### src/rtl/sample_feeder_pkg.sv
// Shared definitions for the sample feeder: FSM encodings and default sizes.
// Widths track the interpolator's 15-bit v_in and the 16-bit host PCM bus.
package sample_feeder_pkg;

    localparam int FEED_IN_BITS   = 16;
    localparam int FEED_OUT_BITS  = 15;
    localparam int FEED_DEPTH     = 16;
    localparam int FEED_PRIME_LVL = 8;

    typedef enum logic [1:0] {
        FEED_IDLE     = 2'd0,
        FEED_PRIME    = 2'd1,
        FEED_STREAM   = 2'd2,
        FEED_UNDERRUN = 2'd3
    } feed_state_t;

endpackage

### src/rtl/sample_fifo.sv
// Single-clock FIFO with registered pointers and level; no write-through bypass.
// Ports: ps_clock, reset (sync, high), push/wr_data, pop/rd_data, level, full, empty.
module sample_fifo
    import sample_feeder_pkg::*;
#(
    parameter int W     = FEED_IN_BITS,
    parameter int DEPTH = FEED_DEPTH,
    parameter int AW    = $clog2(DEPTH),
    parameter int LW    = $clog2(DEPTH) + 1
) (
    input  logic          ps_clock,
    input  logic          reset,
    input  logic          push,
    input  logic [W-1:0]  wr_data,
    input  logic          pop,
    output logic [W-1:0]  rd_data,
    output logic [LW-1:0] level,
    output logic          full,
    output logic          empty
);

    localparam logic [LW-1:0] DEPTH_L = LW'(DEPTH);

    logic [W-1:0]  mem [DEPTH];
    logic [AW-1:0] wr_ptr;
    logic [AW-1:0] rd_ptr;
    logic          do_push;
    logic          do_pop;

    assign full    = (level == DEPTH_L);
    assign empty   = (level == '0);
    assign do_push = push && !full;
    assign do_pop  = pop && !empty;
    assign rd_data = mem[rd_ptr];

    // Storage is not reset; the pointers alone define valid contents.
    always_ff @(posedge ps_clock) begin
        if (do_push) begin
            mem[wr_ptr] <= wr_data;
        end
    end

    // Pointer width equals log2(DEPTH), so wrap is the natural overflow.
    always_ff @(posedge ps_clock) begin
        if (reset) begin
            wr_ptr <= '0;
            rd_ptr <= '0;
            level  <= '0;
        end else begin
            if (do_push) begin
                wr_ptr <= wr_ptr + 1'b1;
            end
            if (do_pop) begin
                rd_ptr <= rd_ptr + 1'b1;
            end
            unique case ({do_push, do_pop})
                2'b10:   level <= level + 1'b1;
                2'b01:   level <= level - 1'b1;
                default: level <= level;
            endcase
        end
    end

endmodule

### src/rtl/sample_feeder.sv
// Host PCM -> interpolator v_in feeder: FIFO, prime/stream/underrun FSM, round+saturate.
// Ports: ps_clock, reset (sync, high), start, s_valid/s_data/s_ready (host side),
//        v_in_o (registered sample), state_o, fifo_level, underrun_cnt (saturating).
// Build option SAMPLE_FEEDER_ZERO_ON_UNDERRUN_EN: zero v_in_o from underrun until next pop.
module sample_feeder
    import sample_feeder_pkg::*;
#(
    parameter int IN_W      = FEED_IN_BITS,
    parameter int OUT_W     = FEED_OUT_BITS,
    parameter int DEPTH     = FEED_DEPTH,
    parameter int PRIME_LVL = FEED_PRIME_LVL
) (
    input  logic                     ps_clock,
    input  logic                     reset,
    input  logic                     start,
    input  logic                     s_valid,
    input  logic [IN_W-1:0]          s_data,
    output logic                     s_ready,
    output logic [OUT_W-1:0]         v_in_o,
    output logic [1:0]               state_o,
    output logic [$clog2(DEPTH):0]   fifo_level,
    output logic [15:0]              underrun_cnt
);

    localparam int LW = $clog2(DEPTH) + 1;

    localparam logic [LW-1:0] PRIME_L = LW'(PRIME_LVL);

    localparam logic signed [IN_W:0] SAT_MAX =
        (IN_W+1)'((1 <<< (OUT_W-1)) - 1);
    localparam logic signed [IN_W:0] SAT_MIN =
        (IN_W+1)'(-(1 <<< (OUT_W-1)));

    feed_state_t state;
    feed_state_t state_nxt;

    logic             fifo_full;
    logic             fifo_empty;
    logic [IN_W-1:0]  fifo_rd;
    logic             push;
    logic             pop;
    logic             underrun_evt;
    logic             go_idle;

    logic signed [IN_W:0] rnd;
    logic signed [IN_W:0] half;
    logic [OUT_W-1:0]     conv;

    assign s_ready = !fifo_full && !reset;
    assign push    = s_valid && s_ready;
    assign state_o = state;

    sample_fifo #(
        .W     (IN_W),
        .DEPTH (DEPTH)
    ) u_fifo (
        .ps_clock (ps_clock),
        .reset    (reset),
        .push     (push),
        .wr_data  (s_data),
        .pop      (pop),
        .rd_data  (fifo_rd),
        .level    (fifo_level),
        .full     (fifo_full),
        .empty    (fifo_empty)
    );

    always_ff @(posedge ps_clock) begin
        if (reset) begin
            state <= FEED_IDLE;
        end else begin
            state <= state_nxt;
        end
    end

    always_comb begin
        state_nxt = state;
        unique case (state)
            FEED_IDLE: begin
                if (start) state_nxt = FEED_PRIME;
            end
            FEED_PRIME: begin
                if (!start)                     state_nxt = FEED_IDLE;
                else if (fifo_level >= PRIME_L) state_nxt = FEED_STREAM;
            end
            FEED_STREAM: begin
                if (!start)          state_nxt = FEED_IDLE;
                else if (fifo_empty) state_nxt = FEED_UNDERRUN;
            end
            FEED_UNDERRUN: begin
                state_nxt = start ? FEED_PRIME : FEED_IDLE;
            end
            default: state_nxt = FEED_IDLE;
        endcase
    end

    // Stop takes priority over both pop and underrun in STREAM.
    always_comb begin
        pop          = 1'b0;
        underrun_evt = 1'b0;
        go_idle      = (state_nxt == FEED_IDLE);
        if (state == FEED_STREAM && start) begin
            pop          = !fifo_empty;
            underrun_evt = fifo_empty;
        end
    end

    // Round half up in IN_W+1 bits, then clamp; only 0x7FFF actually overflows.
    always_comb begin
        rnd  = {fifo_rd[IN_W-1], fifo_rd} + (IN_W+1)'(1);
        half = rnd >>> 1;
        conv = half[OUT_W-1:0];
        if (half > SAT_MAX) begin
            conv = SAT_MAX[OUT_W-1:0];
        end else if (half < SAT_MIN) begin
            conv = SAT_MIN[OUT_W-1:0];
        end
    end

    always_ff @(posedge ps_clock) begin
        if (reset) begin
            v_in_o <= '0;
        end else if (go_idle) begin
            v_in_o <= '0;
        end else if (pop) begin
            v_in_o <= conv;
`ifdef SAMPLE_FEEDER_ZERO_ON_UNDERRUN_EN
        end else if (underrun_evt) begin
            v_in_o <= '0;
`endif
        end
    end

    always_ff @(posedge ps_clock) begin
        if (reset) begin
            underrun_cnt <= '0;
        end else if (underrun_evt && underrun_cnt != 16'hFFFF) begin
            underrun_cnt <= underrun_cnt + 16'd1;
        end
    end

endmodule
### config.mk
export PLATFORM = sky130hd
export DESIGN_NAME = sample_feeder
export DESIGN_NICKNAME = d
export VERILOG_FILES = /design/src/rtl/sample_feeder_pkg.sv /design/src/rtl/sample_fifo.sv /design/src/rtl/sample_feeder.sv
export SDC_FILE = /design/constraint.sdc
export NUM_CORES = 1
export LEC_CHECK = 0
export BUFFER_PORTS_ARGS = -buffer_cell sky130_fd_sc_hd__buf_4
export CORE_ASPECT_RATIO = 0.7
export CORE_MARGIN = 2
export CORE_UTILIZATION = 66
export CTS_BUF_LIST = sky130_fd_sc_hd__clkbuf_16
export DETAILED_ROUTE_END_ITERATION = 12
export GPL_ROUTABILITY_DRIVEN = 1
export HOLD_SLACK_MARGIN = 0.02
export MAX_ROUTING_LAYER = met4
export PLACE_DENSITY = 0.85
export SETUP_SLACK_MARGIN = 0.05
export SLEW_MARGIN = 20
export SYNTH_ARGS = -nofsm -noshare
export SYNTH_HDL_FRONTEND = slang
export SYNTH_SLANG_ARGS = --single-unit
### constraint.sdc
create_clock -name ps_clock -period 4.6 [get_ports ps_clock]
set_input_delay 0.23 -clock ps_clock [delete_from_list [all_inputs] [get_ports ps_clock]]
set_output_delay 0.23 -clock ps_clock [all_outputs]
set_load 0.05 [all_outputs]
==> impl_metrics.json, run 1 <==
{
  "outcome": "finished with violations",
  "violations": "design-rule violations",
  "synth_area_um2": 12350,
  "switching_share_pct": 20.50,
  "worstPathArrival_ns": 4.22,
  "yosys_warnings": 0,
  "rsz0062_at_grt": "no",
  "setup_tns_ns": 0,
  "power.density_nw_per_um2": 392.7,
  "viasPerCell": 6.703,
  "holdWs_ns": 0.06707,
  "cts_tree": "yes",
  "dr.pass1.iters": 10,
  "initial_core_util_pct": 68.02,
  "synth.ff_latch_count": 306,
  "holdCritPathClass": "in -> reg",
  "vdd_drop_max_mv": 0.3296,
  "placed_cells": 1015,
  "fin_crit_sh_pct": 83.13,
  "diodes": 0,
  "crit_path_end_kind": "register",
  "routed_wl_um": 29010,
  "area_growth_pct": 14.75,
  "grt.overflow.total": 0,
  "antenna_found_initial": 0,
  "ys_seq_area_share_pct": 70.34,
  "cts_buffer_depth": 3,
  "port_buffers": 58,
  "synth-adder-area-share_pct": 1.276,
  "synth_nets": 769,
  "pwr-share-comb_pct": 2.9,
  "fin_crit_ns": 3.824,
  "synth_compound_area_share_pct": 5.571,
  "clk_latency_ns": 0.54,
  "clock-sinks": 306,
  "drc_errors": 1,
  "crit_buf_inv": 0,
  "synth_mux_area_share_pct": 12.29,
  "place_ws_ns": 0.9745,
  "p_seq_share_pct": 54.4,
  "fin_total_pwr_mw": 5.566,
  "dpl_cell_area_um2": 13050,
  "die_h_um": 118.5,
  "fmax_mhz": 261.5,
  "fin_ws_ns": 0.7758,
  "synth_top_family_by_area": "multiplexers",
  "cp_top_family": "compound AO/OA/AOI/OAI gates",
  "cp_cell_sequence": "nor2b_1 > a221oi_1 > a22oi_1 > a211oi_2 > nand4_1 > o31a_1 > a21oi_1",
  "clock_skew_ns": 0.008956,
  "avgSynthCellArea_um2": 16.76,
  "stdcell_area_um2": 14170,
  "post-route-util_pct": 78.05,
  "postSynthCellCount": 737,
  "numCtsBuffers": 28,
  "wl_per_cell_um": 26.76,
  "p_clk_share_pct": 42.8,
  "maxCapViolCount": 0,
  "fin_cells": 1084,
  "p_sw_mw": 1.141,
  "hpwl_um": 17000,
  "drtIter0Drc": 1106,
  "clkTransAtPathRegs_ns": 0.07,
  "dieArea_um2": 19840,
  "final_common_cell": "edfxtp_1",
  "nNetsFinal": 858,
  "crit_fanout": 25,
  "intPower_mw": 4.426,
  "cpPeakStageDelay_ns": 0.83,
  "grt_use_total_pct": 31.03,
  "ios": 59,
  "nFillCells": 953,
  "vias": 7266,
  "fp.dieW_um": 167.5,
  "synth-simple-area-share_pct": 6.291,
  "tightest_slew_ns": 1.002,
  "path_class": "reg -> reg",
  "final-hold-violation-count": 0,
  "cts_root_buf": "clkbuf_16",
  "cp-start-kind": "register",
  "cp.required_ns": 4.99,
  "ant_nets": 0,
  "cp_slowest_cell": "nor2b_1",
  "async_reset_ff_share_pct": 0,
  "gp_congestion": 0.8812,
  "synthXorXnorAreaFrac_pct": 2.056,
  "rows": 41,
  "htreeDepth": 1,
  "cellLeakagePower_nw": 4.698,
  "max_slew_margin_pct": 33.06,
  "setup_viol": 0,
  "synth_edf_count": 256,
  "ys.flop_type": "edfxtp_1",
  "core_um2": 18160,
  "grt_pass1_wl_um": 44300,
  "grt_pass1_vias": 7461,
  "yosysUniqueCellTypes": 53,
  "finalMaxSlewViolations": 0,
  "grt_max_degree": 33,
  "layout-drive-gt1-share_pct": 24.29,
  "final_cell_mix": "edfxtp_1 (256), buf_4 (76), mux4_2 (54)"
}
## worst paths after layout
kind                                 start  cells after the start  slack, ns                       endpoint
max                               register                      7       0.78        v_in_o[13]$_SDFFE_PP0P_
min                                  reset                      2       0.07   underrun_cnt[3]$_SDFFE_PP0P_
max reg2reg                       register                      7       0.78        v_in_o[13]$_SDFFE_PP0P_
min reg2reg  underrun_cnt[13]$_SDFFE_PP0P_                      2       0.53  underrun_cnt[13]$_SDFFE_PP0P_
## sequential cells by signal (all words and copies together) (netlist names), named ones only
signal	cells
u_fifo.mem	256
v_in_o	15
underrun_cnt	16
u_fifo.level	5
u_fifo.rd_ptr	4
state_o	2
u_fifo.wr_ptr	4
## Yosys cell counts, drive strengths merged (9+ instances only)
| master | n | area (um^2) |
|---|---|---|
| nand2 | 37 | 138.9 |
| and2 | 10 | 62.56 |
| mux2i | 29 | 290.3 |
| ha | 11 | 137.6 |
| inv | 9 | 33.78 |
| o21ai | 28 | 147.7 |
| a21oi | 31 | 155.2 |
| nand4 | 11 | 68.82 |
| mux4 | 54 | 1216 |
| dfxtp | 50 | 1001 |
| a221oi | 10 | 87.58 |
| nor2b | 13 | 81.33 |
| nor3 | 9 | 45.04 |
| xnor2 | 14 | 122.6 |
| xor2 | 15 | 131.4 |
| buf | 19 | 175.2 |
| edfxtp | 256 | 7687 |
| nor2 | 42 | 157.7 |
| a22oi | 11 | 87.58 |
| clkbuf | 15 | 56.30 |
## cells by family after synthesis
| group | count (synthesis) |
|---|---|
| muxes | 84 |
| AOI/OAI and AO/OA | 105 |
| buffers and inverters | 44 |
| DFF | 306 |
| adders and majority gates | 12 |
| xor gates and xnor gates | 29 |
| and+or+nand+nor | 157 |
## layout make-up
cell class / count / area (um^2) / area share [%]
clock buffers: 30 / 750.7 / 5.297
clock inverters: 22 / 197.7 / 1.395
inverters: 10 / 37.54 / 0.2648
multi-input cells: 387 / 3457 / 24.39
flip-flops and latches: 306 / 8693 / 61.33
well taps: 236 / 295.3 / 2.083
repair buffers: 93 / 742.0 / 5.235
## power by group through the flow
stage	Sequential [mW]	Combinational (mW)	Clock (mW)
floorplan	3.09	0.0661	0
finish	3.03	0.160	2.38
global route	3.03	0.173	2.49
CTS	3.03	0.158	2.39
global placement	3.08	0.135	0
detailed placement	3.09	0.144	0
## layer usage
metal  vias to the layer above  GRT usage [%]  part of all wire [%]
met5                         -              -                     0
met4                         0          8.315                   2.3
met3                        61          5.358                   9.1
met2                       452          49.97                    50
met1                      3678          42.07                    38
li1                       3075              -                     -
## worst register-to-register path, delay by kind of cell (launching register included)
kind | cells | cell delay, ns
AO/OA/AOI/OAI | 5 | 1.82
AND/OR/NAND/NOR | 2 | 1.05
flip-flops | 1 | 0.82
## what timing repair did
item | CTS | global route
resized for setup | 0 | 0
buffers inserted | 0 | 0
hold buffers | 16 | 0
hold endpoints to repair | 256 | 0
(Power assumes the default switching activity.)
==> inputs of run 2 (changes only) <==
CORE_UTILIZATION = 61   (was 66)
PLACE_DENSITY = 0.79   (was 0.85)
clock period = 4 ns   (was 4.6 ns; I/O delays follow)
==> run 2 against run 1 <==
Cell area up 0.11%. Global-route usage down 3.7 points. Fmax up 7.3%. Clock-buffer cell count down 1. The flow now finishes without violations. Clock power up 7%. Power up 12%. Sequential share of layout area down 0.065 points. Via count down 1.7%. Combinational power up 14%. Critical path depth up 1.
==> impl_metrics.json, run 2 (synthesized netlist as in run 1, its figures left out) <==
{
  "clock_skew_ns": 0.007118,
  "fp.dieW_um": 174.1,
  "regArea_um2": 8693,
  "tightest_slew_ns": 0.9358,
  "die_h_um": 123.1,
  "power.density_nw_per_um2": 438.0,
  "grt_util_met2_pct": 42.31,
  "rows": 43,
  "cts_buffer_depth": 3,
  "grt_pass1_wl_um": 41610,
  "cp_top_family": "simple AND/OR/NAND/NOR gates",
  "nNetsFinal": 864,
  "clk_latency_ns": 0.54,
  "max_slew_margin_pct": 37.49,
  "initial_core_util_pct": 62.22,
  "diodes": 0,
  "stdcell_area_um2": 14190,
  "grt_use_total_pct": 27.32,
  "ios": 59,
  "finalMaxSlewViolations": 0,
  "grt_pass1_vias": 7052,
  "clock-sinks": 306,
  "crit_buf_inv": 0,
  "cp.required_ns": 4.40,
  "ant_nets": 0,
  "crit_fanout": 13,
  "hpwl_um": 16850,
  "cellLeakagePower_nw": 4.708,
  "p_sw_mw": 1.244,
  "multi_input_area_um2": 3445,
  "busiest_layer": "met2",
  "dieArea_um2": 21420,
  "placed_cells": 1056,
  "rsz0062_at_grt": "no",
  "outcome": "completed",
  "fin_cells": 1124,
  "layout-drive-gt1-share_pct": 22.83,
  "port_buffers": 58,
  "regMostFlops": "u_fifo.mem",
  "p_clk_share_pct": 41.1,
  "setup_viol": 0,
  "dpl_cell_area_um2": 13150,
  "pwr-share-comb_pct": 2.9,
  "largest_reg_flops": 256,
  "grt.overflow.total": 0,
  "fin_crit_ns": 3.565,
  "drtIter0Drc": 1008,
  "cp-start-kind": "register",
  "nFillCells": 1187,
  "p_seq_share_pct": 56.0,
  "crit_path_end_kind": "register",
  "cpPeakStageDelay_ns": 0.74,
  "intPower_mw": 4.970,
  "post-route-util_pct": 71.47,
  "worst_hold_startpoint": "reset",
  "gp_congestion": 0.8801,
  "vias": 7145,
  "fmax_mhz": 280.5,
  "final_common_cell": "edfxtp_1",
  "switching_share_pct": 20.03,
  "vdd_drop_max_mv": 0.4506,
  "top_regs": "u_fifo.mem (256), underrun_cnt (16), v_in_o (15)",
  "wl_per_cell_um": 24.71,
  "final_cell_mix": "edfxtp_1 (256), buf_4 (82), mux4_2 (54)",
  "cts_tree": "yes",
  "fin_crit_sh_pct": 89.11,
  "path_class": "reg -> reg",
  "routed_wl_um": 27770,
  "use_met3_pct": 5.320,
  "holdCritPathClass": "in -> reg",
  "worstPathArrival_ns": 3.97,
  "core_um2": 19850,
  "clkTransAtPathRegs_ns": 0.06,
  "viasPerCell": 6.357,
  "area_growth_pct": 14.87,
  "drc_errors": 0,
  "fin_total_pwr_mw": 6.214,
  "htreeDepth": 1,
  "grt_max_degree": 49,
  "numCtsBuffers": 28,
  "setup_tns_ns": 0,
  "cp_cell_sequence": "nor2b_1 > a221oi_1 > a22oi_1 > a211oi_2 > nand4_1 > or4b_1 > nand2_1 > a21oi_1",
  "antenna_found_initial": 0,
  "maxCapViolCount": 0,
  "cts_root_buf": "clkbuf_16",
  "grt_use_met1_pct": 38.16,
  "dr.pass1.iters": 6,
  "final-hold-violation-count": 0,
  "cp_slowest_cell": "dfxtp_1"
}
## run 2: final cells by class
cell class	instances	area share [%]
multi-input combinational	387	24.28
inverter	10	0.2646
clock inverter	23	1.085
timing repair buffer	99	5.608
clock buffer	29	5.115
sequential	306	61.27
tap	270	2.381
## run 2: worst paths after layout
path	endpoint	depth (start not counted)	slack, ns
min	underrun_cnt[2]$_SDFFE_PP0P_	2	0.05
max	v_in_o[0]$_SDFFE_PP0P_	8	0.44
min reg2reg	v_in_o[14]$_SDFFE_PP0P_	2	0.50
max reg2reg	v_in_o[0]$_SDFFE_PP0P_	8	0.44
## run 2: power by group through the flow
stage	clock, mW	combinational (mW)	sequential (mW)
finish	2.55	0.183	3.48
global route	2.71	0.199	3.48
CTS	2.58	0.181	3.48
detailed placement	0	0.167	3.55
global placement	0	0.158	3.55
floorplan	0	0.0760	3.55
## run 2: worst reg2reg max path: stages, from the launching register on
cell and delay (ns):
dfxtp_1 0.74, nor2b_1 0.39, a221oi_1 0.47, a22oi_1 0.19, a211oi_2 0.43, nand4_1 0.28
or4b_1 0.71, nand2_1 0.15, a21oi_1 0.07
## run 2: what timing repair did
action | 4_1_cts | 5_1_grt
gates resized for setup | 0 | 0
endpoints found under the hold margin | 256 | 0
setup buffers | 0 | 0
hold buffers | 16 | 0
## run 2: per-stage QoR
step                      hold slack, ns  setup WS [ns]
after detailed placement          0.4904         0.5457
after global routing             0.05493         0.2903
after floorplan                   0.2989        -0.3460
after CTS                        0.02593         0.4959
after global placement            0.4793         0.6539
final                            0.04765         0.4355
## run 2: metal layers
layer,vias up,wire (um)
met4,0,697
met2,393,13160
met5,-,0
met1,3597,11310
met3,68,2605
li1,3087,-
